--- src/rtl/l1c_arb_pkg.sv ---
// rtl/l1c_arb_pkg.sv - shared types and constants for the L1 cache memory arbiter
package l1c_arb_pkg;

    // Bus widths shared with the cache/CPU-wrapper interface
    localparam int DATA_BITS       = 32;
    localparam int CACHE_TYPE_BITS = 3;

    // Words per cache line, i.e. beats in a read transaction
    localparam int READ_BEATS_DEF  = 4;

    typedef enum logic [1:0] {
        IDLE  = 2'd0,
        GNT_I = 2'd1,
        GNT_D = 2'd2
    } arb_state_e;

    typedef enum logic {
        GNT_SEL_I = 1'b0,
        GNT_SEL_D = 1'b1
    } gnt_e;

endpackage

--- src/rtl/rr_arb2.sv ---
// rtl/rr_arb2.sv - two-input round-robin picker, one-hot grant
module rr_arb2
    import l1c_arb_pkg::*;
(
    input  logic [1:0] req,      // bit 0 = I-cache, bit 1 = D-cache
    input  gnt_e       last_gnt,
    output logic [1:0] gnt
);

    // On a tie the requester that was not granted last time wins
    always_comb begin
        gnt = 2'b00;
        case (req)
            2'b01:   gnt = 2'b01;
            2'b10:   gnt = 2'b10;
            2'b11:   gnt = (last_gnt == GNT_SEL_I) ? 2'b10 : 2'b01;
            default: gnt = 2'b00;
        endcase
    end

endmodule

--- src/rtl/l1c_mem_arbiter.sv ---
// rtl/l1c_mem_arbiter.sv - shares one CPU-wrapper memory port between I- and D-cache
module l1c_mem_arbiter
    import l1c_arb_pkg::*;
#(
    parameter int READ_BEATS = READ_BEATS_DEF,
    parameter int CNT_BITS   = 3
) (
    input  logic                       clk,
    input  logic                       rst,

    input  logic                       I_req,
    input  logic [DATA_BITS-1:0]       I_addr,
    input  logic                       I_write,
    input  logic [DATA_BITS-1:0]       I_in,
    input  logic [CACHE_TYPE_BITS-1:0] I_type,
    output logic [DATA_BITS-1:0]       I_out,
    output logic                       I_wait,

    input  logic                       D_req,
    input  logic [DATA_BITS-1:0]       D_addr,
    input  logic                       D_write,
    input  logic [DATA_BITS-1:0]       D_in,
    input  logic [CACHE_TYPE_BITS-1:0] D_type,
    output logic [DATA_BITS-1:0]       D_out,
    output logic                       D_wait,

    output logic                       M_req,
    output logic [DATA_BITS-1:0]       M_addr,
    output logic                       M_write,
    output logic [DATA_BITS-1:0]       M_in,
    output logic [CACHE_TYPE_BITS-1:0] M_type,
    input  logic [DATA_BITS-1:0]       M_out,
    input  logic                       M_wait
);

    localparam logic [CNT_BITS-1:0] LAST_READ_BEAT = CNT_BITS'(READ_BEATS - 1);

    arb_state_e          r_state;
    logic [CNT_BITS-1:0] r_beat_cnt;
    gnt_e                r_last_gnt;
    logic                r_is_write;

    logic [1:0]          w_gnt;
    logic                w_own_req;
    logic                w_beat;
    logic                w_last;

    rr_arb2 u_rr_arb2 (
        .req      ({D_req, I_req}),
        .last_gnt (r_last_gnt),
        .gnt      (w_gnt)
    );

    // Request of the current owner; an owner dropping it aborts the transaction
    always_comb begin
        w_own_req = 1'b0;
        case (r_state)
            GNT_I:   w_own_req = I_req;
            GNT_D:   w_own_req = D_req;
            default: w_own_req = 1'b0;
        endcase
    end

    assign w_beat = w_own_req & ~M_wait;
    assign w_last = r_is_write ? (r_beat_cnt == '0) : (r_beat_cnt == LAST_READ_BEAT);

    // Grant FSM: latch owner and transaction length at grant, count beats, return to IDLE
    always_ff @(posedge clk or posedge rst) begin
        if (rst) begin
            r_state    <= IDLE;
            r_beat_cnt <= '0;
            r_last_gnt <= GNT_SEL_I;
            r_is_write <= 1'b0;
        end else begin
            case (r_state)
                IDLE: begin
                    r_beat_cnt <= '0;
                    if (w_gnt[1]) begin
                        r_state    <= GNT_D;
                        r_last_gnt <= GNT_SEL_D;
                        r_is_write <= D_write;
                    end else if (w_gnt[0]) begin
                        r_state    <= GNT_I;
                        r_last_gnt <= GNT_SEL_I;
                        r_is_write <= I_write;
                    end
                end
                GNT_I, GNT_D: begin
                    if (!w_own_req) begin
                        r_state    <= IDLE;
                        r_beat_cnt <= '0;
                    end else if (w_beat) begin
                        if (w_last) begin
                            r_state    <= IDLE;
                            r_beat_cnt <= '0;
                        end else begin
                            r_beat_cnt <= r_beat_cnt + 1'b1;
                        end
                    end
                end
                default: begin
                    r_state    <= IDLE;
                    r_beat_cnt <= '0;
                end
            endcase
        end
    end

    // Port muxing: owner sees the memory port, the other side just stalls on its own request
    always_comb begin
        M_req   = 1'b0;
        M_addr  = '0;
        M_write = 1'b0;
        M_in    = '0;
        M_type  = '0;
        I_out   = '0;
        D_out   = '0;
        I_wait  = I_req;
        D_wait  = D_req;
        case (r_state)
            GNT_I: begin
                M_req   = I_req;
                M_addr  = I_addr;
                M_write = I_write;
                M_in    = I_in;
                M_type  = I_type;
                I_out   = M_out;
                I_wait  = M_wait;
            end
            GNT_D: begin
                M_req   = D_req;
                M_addr  = D_addr;
                M_write = D_write;
                M_in    = D_in;
                M_type  = D_type;
                D_out   = M_out;
                D_wait  = M_wait;
            end
            default: ;
        endcase
    end

endmodule
--- config.mk ---
export PLATFORM = sky130hd
export DESIGN_NAME = l1c_mem_arbiter
export DESIGN_NICKNAME = d
export VERILOG_FILES = /design/src/rtl/l1c_arb_pkg.sv /design/src/rtl/rr_arb2.sv /design/src/rtl/l1c_mem_arbiter.sv
export SDC_FILE = /design/constraint.sdc
export NUM_CORES = 1
export LEC_CHECK = 0
export ABC_AREA = 1
export ABC_CLOCK_PERIOD_IN_PS = 1900
export BUFFER_PORTS_ARGS = -buffer_cell sky130_fd_sc_hd__buf_2
export CORE_AREA = 2 2 119 121
export DETAILED_ROUTE_END_ITERATION = 12
export DIE_AREA = 0 0 121 123
export PLACE_DENSITY = 0.44
export SLEW_MARGIN = 15
export SYNTH_ARGS = -nofsm -noshare
export SYNTH_HDL_FRONTEND = slang
export SYNTH_HIERARCHICAL = 1
export SYNTH_SLANG_ARGS = --single-unit
--- constraint.sdc ---
create_clock -name clk -period 1.9 [get_ports clk]
set_input_delay 0.38 -clock clk [delete_from_list [all_inputs] [get_ports clk]]
set_output_delay 0.38 -clock clk [all_outputs]
set_load 0.02 [all_outputs]
==> reports/results.txt, run 1 <==
status -> finished, violations left
failing checks -> setup timing
via-per-instance ratio -> 4.09
YS warnings -> 6
Setup CP Type -> reg2out
drt total wl -> 13500 um
DPL Wire Length -> 9210 um
cell taking the most area after synthesis -> nand2_1
Max FO, Critical Path -> 7
DP Area -> 3820 um2
Synth area leaders -> nand2_1, a21oi_1, inv_1, dfrtp_1, ha_1
HP Class -> in2async
crit path cell chain -> inv_2 -> ha_4 -> buf_12 -> clkbuf_16 -> nand2_1 -> a21oi_2 -> buf_4
effective utilization at floorplan -> 0.145
cts bufs inserted -> 3
CP Capture Type -> output port
GP Congestion -> 0.733
Tot Pwr -> 7.26 mW
top cell family by delay on the critical path -> buffers and inverters
CTS Buffer Depth -> 2
Num Clock Sinks -> 7
worst path bufs/invs -> 4
Seq/Total Area, Yosys -> 0.0886
Die W -> 121 um
area of the multi-input gates -> 1870 um2
gr ovfl total -> 0
VDD IR max -> 0.949 mV
layout cells sized above 1 -> 0.641
maxcap violations -> 0
Worst Tran Pin Value -> 0.294 ns
commonest non-fill, non-tap cells in the layout -> buf_2, nand2_1, buf_4, inv_1, buf_6
R2R depth -> 9
Antenna Nets Post-Route -> 0
final instance area -> 5440 um2
vias in the first global route -> 3360
initial antenna violation count -> 0
critical path arrival -> 1.64 ns
nets -> 938
Synth top area share -> 0.410
crit start category -> flip-flop
count of final setup violators -> 79
Clock Pin Slew Worst Setup and Hold Paths -> 0.04 ns
largest net degree at the start of global routing -> 40
Final Hold Fails -> 0
FF+latch area -> 175 um2
Slew Limit Fails -> 0
Final min period -> 2.02 ns
RSZ-0062 raised after global routing -> true
FP Rows -> 43
Core Area -> 13600 um2
leakage -> 3.19 nW
Vias -> 3834
Ant. Diodes -> 0
Max Clock Skew -> 0.00267 ns
RR Endpoint -> r_state[0]
synthesized area -> 1980 um2
first-pass GRT wire length -> 16700 um
DRC viols -> 0
reg-to-reg slack, setup -> 0.21 ns
Comb power frac -> 0.918
switching fraction of total power -> 0.518
Syn Area/Cell -> 4.60 um2
Die ar. -> 14900 um2
Reg power frac -> 0.031
# fillers -> 1442
cell area power density -> 1330 nW/um2
Seq cells post-synth -> 7
post-synth net total -> 609
max_slew headroom -> 0.804
CTS tree -> yes
critical path's largest stage delay -> 0.39 ns
DIE HEIGHT -> 123 um
total track usage -> 0.140
placed cell count -> 905
H-tree Lvls -> 1
port bufs -> 307
IO Pins -> 308
Gate Count Post-Synth -> 430
Final WS setup -> -0.125 ns
Crit-path slowest cell -> dfrtp_1
initial DRC count -> 128
Setup WS pre-CTS -> 0.0902 ns
worst skew pair latency -> 0.24 ns
Routed WL per cell -> 14.4 um
worst r2r src -> r_state[0]
Root Driver -> clkbuf_16
non-filler cells, final -> 938
Int Pwr -> 3.50 mW
Critical Path RT -> 1.52 ns
Hold-fix buffers, CTS -> 0
clock power share -> 0.051
commonest non-fill, non-tap cell in the layout -> buf_2
area delta synth->final -> 175%
Fin Hold WS -> 0.0805 ns
final worst-path cycle share -> 1.07
Yosys cell types -> 15
Fmax -> 494 MHz
drt pass-1 iters -> 4
Psw -> 3.76 mW
[routing by layer]
metal,part of all wire,global-route usage,vias to the layer above
li1,-,-,1937
met1,0.37,0.154,1697
met2,0.55,0.285,196
met3,0.073,0.0189,4
met4,0.0038,0.0211,0
met5,0,0,-
[cells in the mapped netlist]
| cell type | instances |
|---|---|
| nor2_1 | 5 |
| nand2_1 | 216 |
| ha_1 | 6 |
| a31oi_1 | 1 |
| nand3_1 | 6 |
| inv_2 | 1 |
| buf_4 | 9 |
| a21oi_1 | 72 |
| clkbuf_1 | 8 |
| nor2_2 | 1 |
| dfrtp_1 | 7 |
| nand3b_1 | 1 |
| o21ai_0 | 6 |
| buf_2 | 12 |
| inv_1 | 79 |
[worst max path at each step]
stage	startpoint	end	slack, ns	cells past startpoint
2_1_floorplan	r_state[0]	M_in[11]	0.09	6
4_1_cts	r_state[1]	M_type[0]	-0.08	8
3_3_place_gp	r_state[1]	M_req	0.05	8
5_1_grt	r_state[0]	M_addr[5]	-0.20	8
3_5_place_dp	r_state[0]	M_addr[18]	0.09	7
6_report	r_state[1]	M_in[4]	-0.12	7
[stage by stage]
| stage | TNS [ns] | util |
|---|---|---|
| 3_5_place_dp | 0 | 0.281 |
| 6_report | -3.80 | 0.400 |
| 3_3_place_gp | 0 | 0.281 |
| 2_1_floorplan | 0 | - |
| 5_1_grt | -12.87 | 0.400 |
| 4_1_cts | -2.95 | 0.322 |
[kinds of logic (layout without fill, tap and decap cells)]
logic type      after synthesis  in the layout  share of synthesized area
simple gates                229            229                      0.441
buf+inv                     109            437                      0.231
compound gates               79             79                      0.201
flops                         7              7                     0.0886
fa+ha+maj                     6              6                     0.0379
[power groups by stage]
| stage | Clock (mW) | Sequential [mW] | Combinational, mW |
|---|---|---|---|
| 2_1_floorplan | 0 | 0.216 | 2.58 |
| 3_5_place_dp | 0 | 0.220 | 4.19 |
| 4_1_cts | 0.369 | 0.225 | 5.15 |
| 3_3_place_gp | 0 | 0.221 | 4.23 |
| 6_report | 0.369 | 0.224 | 6.67 |
| 5_1_grt | 0.385 | 0.232 | 7.10 |
[sequential cells by signal, indices dropped and copies added (netlist names)]
name,count
r_beat_cnt,3
r_state,2
r_is_write,1
r_last_gnt,1
[layout make-up]
class	instances	area share
clock buffers	4	0.0145
inverters	80	0.0561
multi-input cells	314	0.344
flip-flops and latches	7	0.0322
well taps	180	0.0414
repair buffers	353	0.512
[repair_timing]
item                                    CTS  global route
pin swaps                                 5            37
cloned                                    5            13
endpoints found under the setup margin   83           131
buffers inserted                          9             4
resized for setup                        91           246
No activity file was read; power rests on OpenSTA's default activity.
==> run 2: changes to the inputs <==
==> constraint.sdc (replaced) <==
create_clock -name clk -period 1.9 [get_ports clk]
set_input_delay 0.38 -clock clk [delete_from_list [all_inputs] [get_ports clk]]
set_output_delay 0.38 -clock clk [all_outputs]
set_load 0.01 [all_outputs]
==> reports/results.txt, run 2 (synthesis results as in run 1) <==
final instance area -> 5130 um2 (-5.6%)
DIE HEIGHT -> 123 um (unchanged)
Root Driver -> clkbuf_16
Largest regs -> r_beat_cnt x3, r_state x2
final worst-path cycle share -> 1.05 (-0.0199)
port bufs -> 307 (unchanged)
cts bufs inserted -> 3 (unchanged)
nets -> 939 (+0.11%)
Crit. Startpoint -> r_state[0]
H-tree Lvls -> 1 (unchanged)
Routed WL per cell -> 14.3 um (-1.1%)
effective utilization at floorplan -> 0.145 (unchanged)
Setup crit end -> M_in[19]
commonest non-fill, non-tap cells in the layout -> buf_2, nand2_1, inv_1, a21oi_2, buf_6
Crit-path slowest cell -> dfrtp_1
worst skew pair latency -> 0.24 ns (about the same)
vias in the first global route -> 3200 (-4.8%)
failing checks -> setup timing
non-filler cells, final -> 939 (+0.11%)
critical path's largest stage delay -> 0.40 ns (about the same)
GRT busiest layer -> met2
Biggest register -> r_beat_cnt
Clock Pin Slew Worst Setup and Hold Paths -> 0.04 ns (about the same)
Max Clock Skew -> 0.00256 ns (-0.000110 ns)
first-pass GRT wire length -> 16100 um (-3.4%)
count of final setup violators -> 106 (+34%)
most used cell, CP -> buf_12
# fillers -> 1500 (+4.0%)
Core Area -> 13600 um2 (unchanged)
worst path bufs/invs -> 5 (+1)
CTS tree -> yes
R2R depth -> 12 (+3)
cell area power density -> 1250 nW/um2 (-6.0%)
maxcap violations -> 0 (unchanged)
commonest non-fill, non-tap cell in the layout -> buf_2
Ant. Diodes -> 0 (unchanged)
Slew Limit Fails -> 0 (unchanged)
DPL Wire Length -> 9190 um (-0.20%)
gr ovfl total -> 0 (unchanged)
Worst Tran Pin Value -> 0.323 ns (+0.0291 ns)
drt total wl -> 13400 um (-0.97%)
Vias -> 3889 (+1.4%)
IO Pins -> 308 (unchanged)
Num Clock Sinks -> 7 (unchanged)
GP Congestion -> 0.761 (+3.8%)
crit start category -> flip-flop
status -> finished, violations left
placed cell count -> 900 (-0.55%)
crit path cell chain -> inv_2 -> ha_4 -> buf_12 -> buf_12 -> clkbuf_16 -> nand2_1 -> a21oi_1 -> buf_2
critical path arrival -> 1.61 ns (-0.03 ns)
CP Depth -> 8 (+1)
M1 GR Usage -> 0.151 (-0.00330)
initial antenna violation count -> 0 (unchanged)
total track usage -> 0.137 (-0.00330)
via-per-instance ratio -> 4.14 (+1.3%)
area of the multi-input gates -> 1820 um2 (-2.7%)
CTS Buffer Depth -> 2 (unchanged)
leakage -> 3.16 nW (-0.99%)
Setup CP Type -> reg2out
top cell family by delay on the critical path -> buffers and inverters
area delta synth->final -> 160%
setup TNS -> -4.73 ns (-0.936 ns)
Die W -> 121 um (unchanged)
reg-to-reg slack, setup -> 0.18 ns (-0.03 ns)
max reg flops -> 3 (unchanged)
Max FO, Critical Path -> 6 (-1)
Die ar. -> 14900 um2 (unchanged)
Fmax -> 503 MHz (+1.9%)
Final min period -> 1.99 ns (-0.0377 ns)
FP Rows -> 43 (unchanged)
layout cells sized above 1 -> 0.640 (-0.000845)
VDD IR max -> 0.669 mV (-29%)
Final Hold Fails -> 0 (unchanged)
Critical Path RT -> 1.52 ns (about the same)
Fin Hold WS -> 0.0894 ns (+0.00897 ns)
FF+latch area -> 175 um2 (unchanged)
initial DRC count -> 96 (-25%)
RSZ-0062 raised after global routing -> true
met3 track demand over resource -> 0.0212 (+0.00231)
worst r2r src -> r_state[0]
CP Capture Type -> output port
largest net degree at the start of global routing -> 46 (+15%)
DP Area -> 3800 um2 (-0.65%)
max_slew headroom -> 0.785 (-0.0194)
HP Class -> in2async
drt pass-1 iters -> 4 (unchanged)
RR Endpoint -> r_state[1]
GRT met2 Usage -> 0.278 (-0.00772)
DRC viols -> 0 (unchanged)
Antenna Nets Post-Route -> 0 (unchanged)
Final WS setup -> -0.0870 ns (+0.0377 ns)
Util after Layout -> 0.377 (-0.0224)
-- run 2: final cells by class --
class | instances | area share
repair buffers | 354 | 0.492
flip-flops and latches | 7 | 0.0341
well taps | 180 | 0.0439
clock buffers | 4 | 0.0154
inverters | 80 | 0.0604
multi-input cells | 314 | 0.354
-- run 2: metal layers --
| layer | wire length (um) | vias up | share of wire |
|---|---|---|---|
| met4 | 117 | 0 | 0.0087 |
| met5 | 0 | - | 0 |
| met3 | 1110 | 13 | 0.083 |
| met1 | 4700 | 1710 | 0.35 |
| met2 | 7460 | 227 | 0.56 |
| li1 | - | 1939 | - |
-- run 2: how the worst min path moves through the flow --
stage,depth (start not counted),slack [ns],startpoint,endpoint
after global routing,2,0.11,rst,r_is_write
after CTS,2,0.10,rst,r_beat_cnt[1]
after detailed placement,2,0.35,rst,r_beat_cnt[1]
after floorplan,1,0.18,rst,r_beat_cnt[0]
after global placement,2,0.35,rst,r_is_write
final,2,0.09,rst,r_is_write
-- run 2: through the flow --
step	setup slack [ns]	power (mW)
floorplan	0.234	2.24
global placement	0.0667	3.86
detailed placement	0.0487	3.81
CTS	-0.0817	4.82
global route	-0.171	6.86
finish	-0.0870	6.44
-- run 2: worst register-to-register path, stage by stage, from the launching register on --
cell and delay, ns:
dfrtp_1 0.40, inv_2 0.10, ha_4 0.16, buf_12 0.12, buf_12 0.13, nand2_4 0.05, nand2_4 0.06, nand2_4 0.05
buf_4 0.13, nor2_2 0.20, nor2_1 0.09, nand2_1 0.06, nand2_1 0.05
-- run 2: power by group --
part           internal [mW]  leakage, nW  switching [mW]
Clock                  0.280       0.0382          0.0901
Sequential             0.192       0.0907          0.0353
Combinational           2.77         3.03            3.07
-- run 2: timing repair --
item	in CTS	in global routing
endpoints found under the setup margin	95	123
pin swaps	7	9
hold endpoints to repair	0	0
hold buffers	0	0
gates resized for setup	39	167
cloned	4	12
buffers inserted	12	8
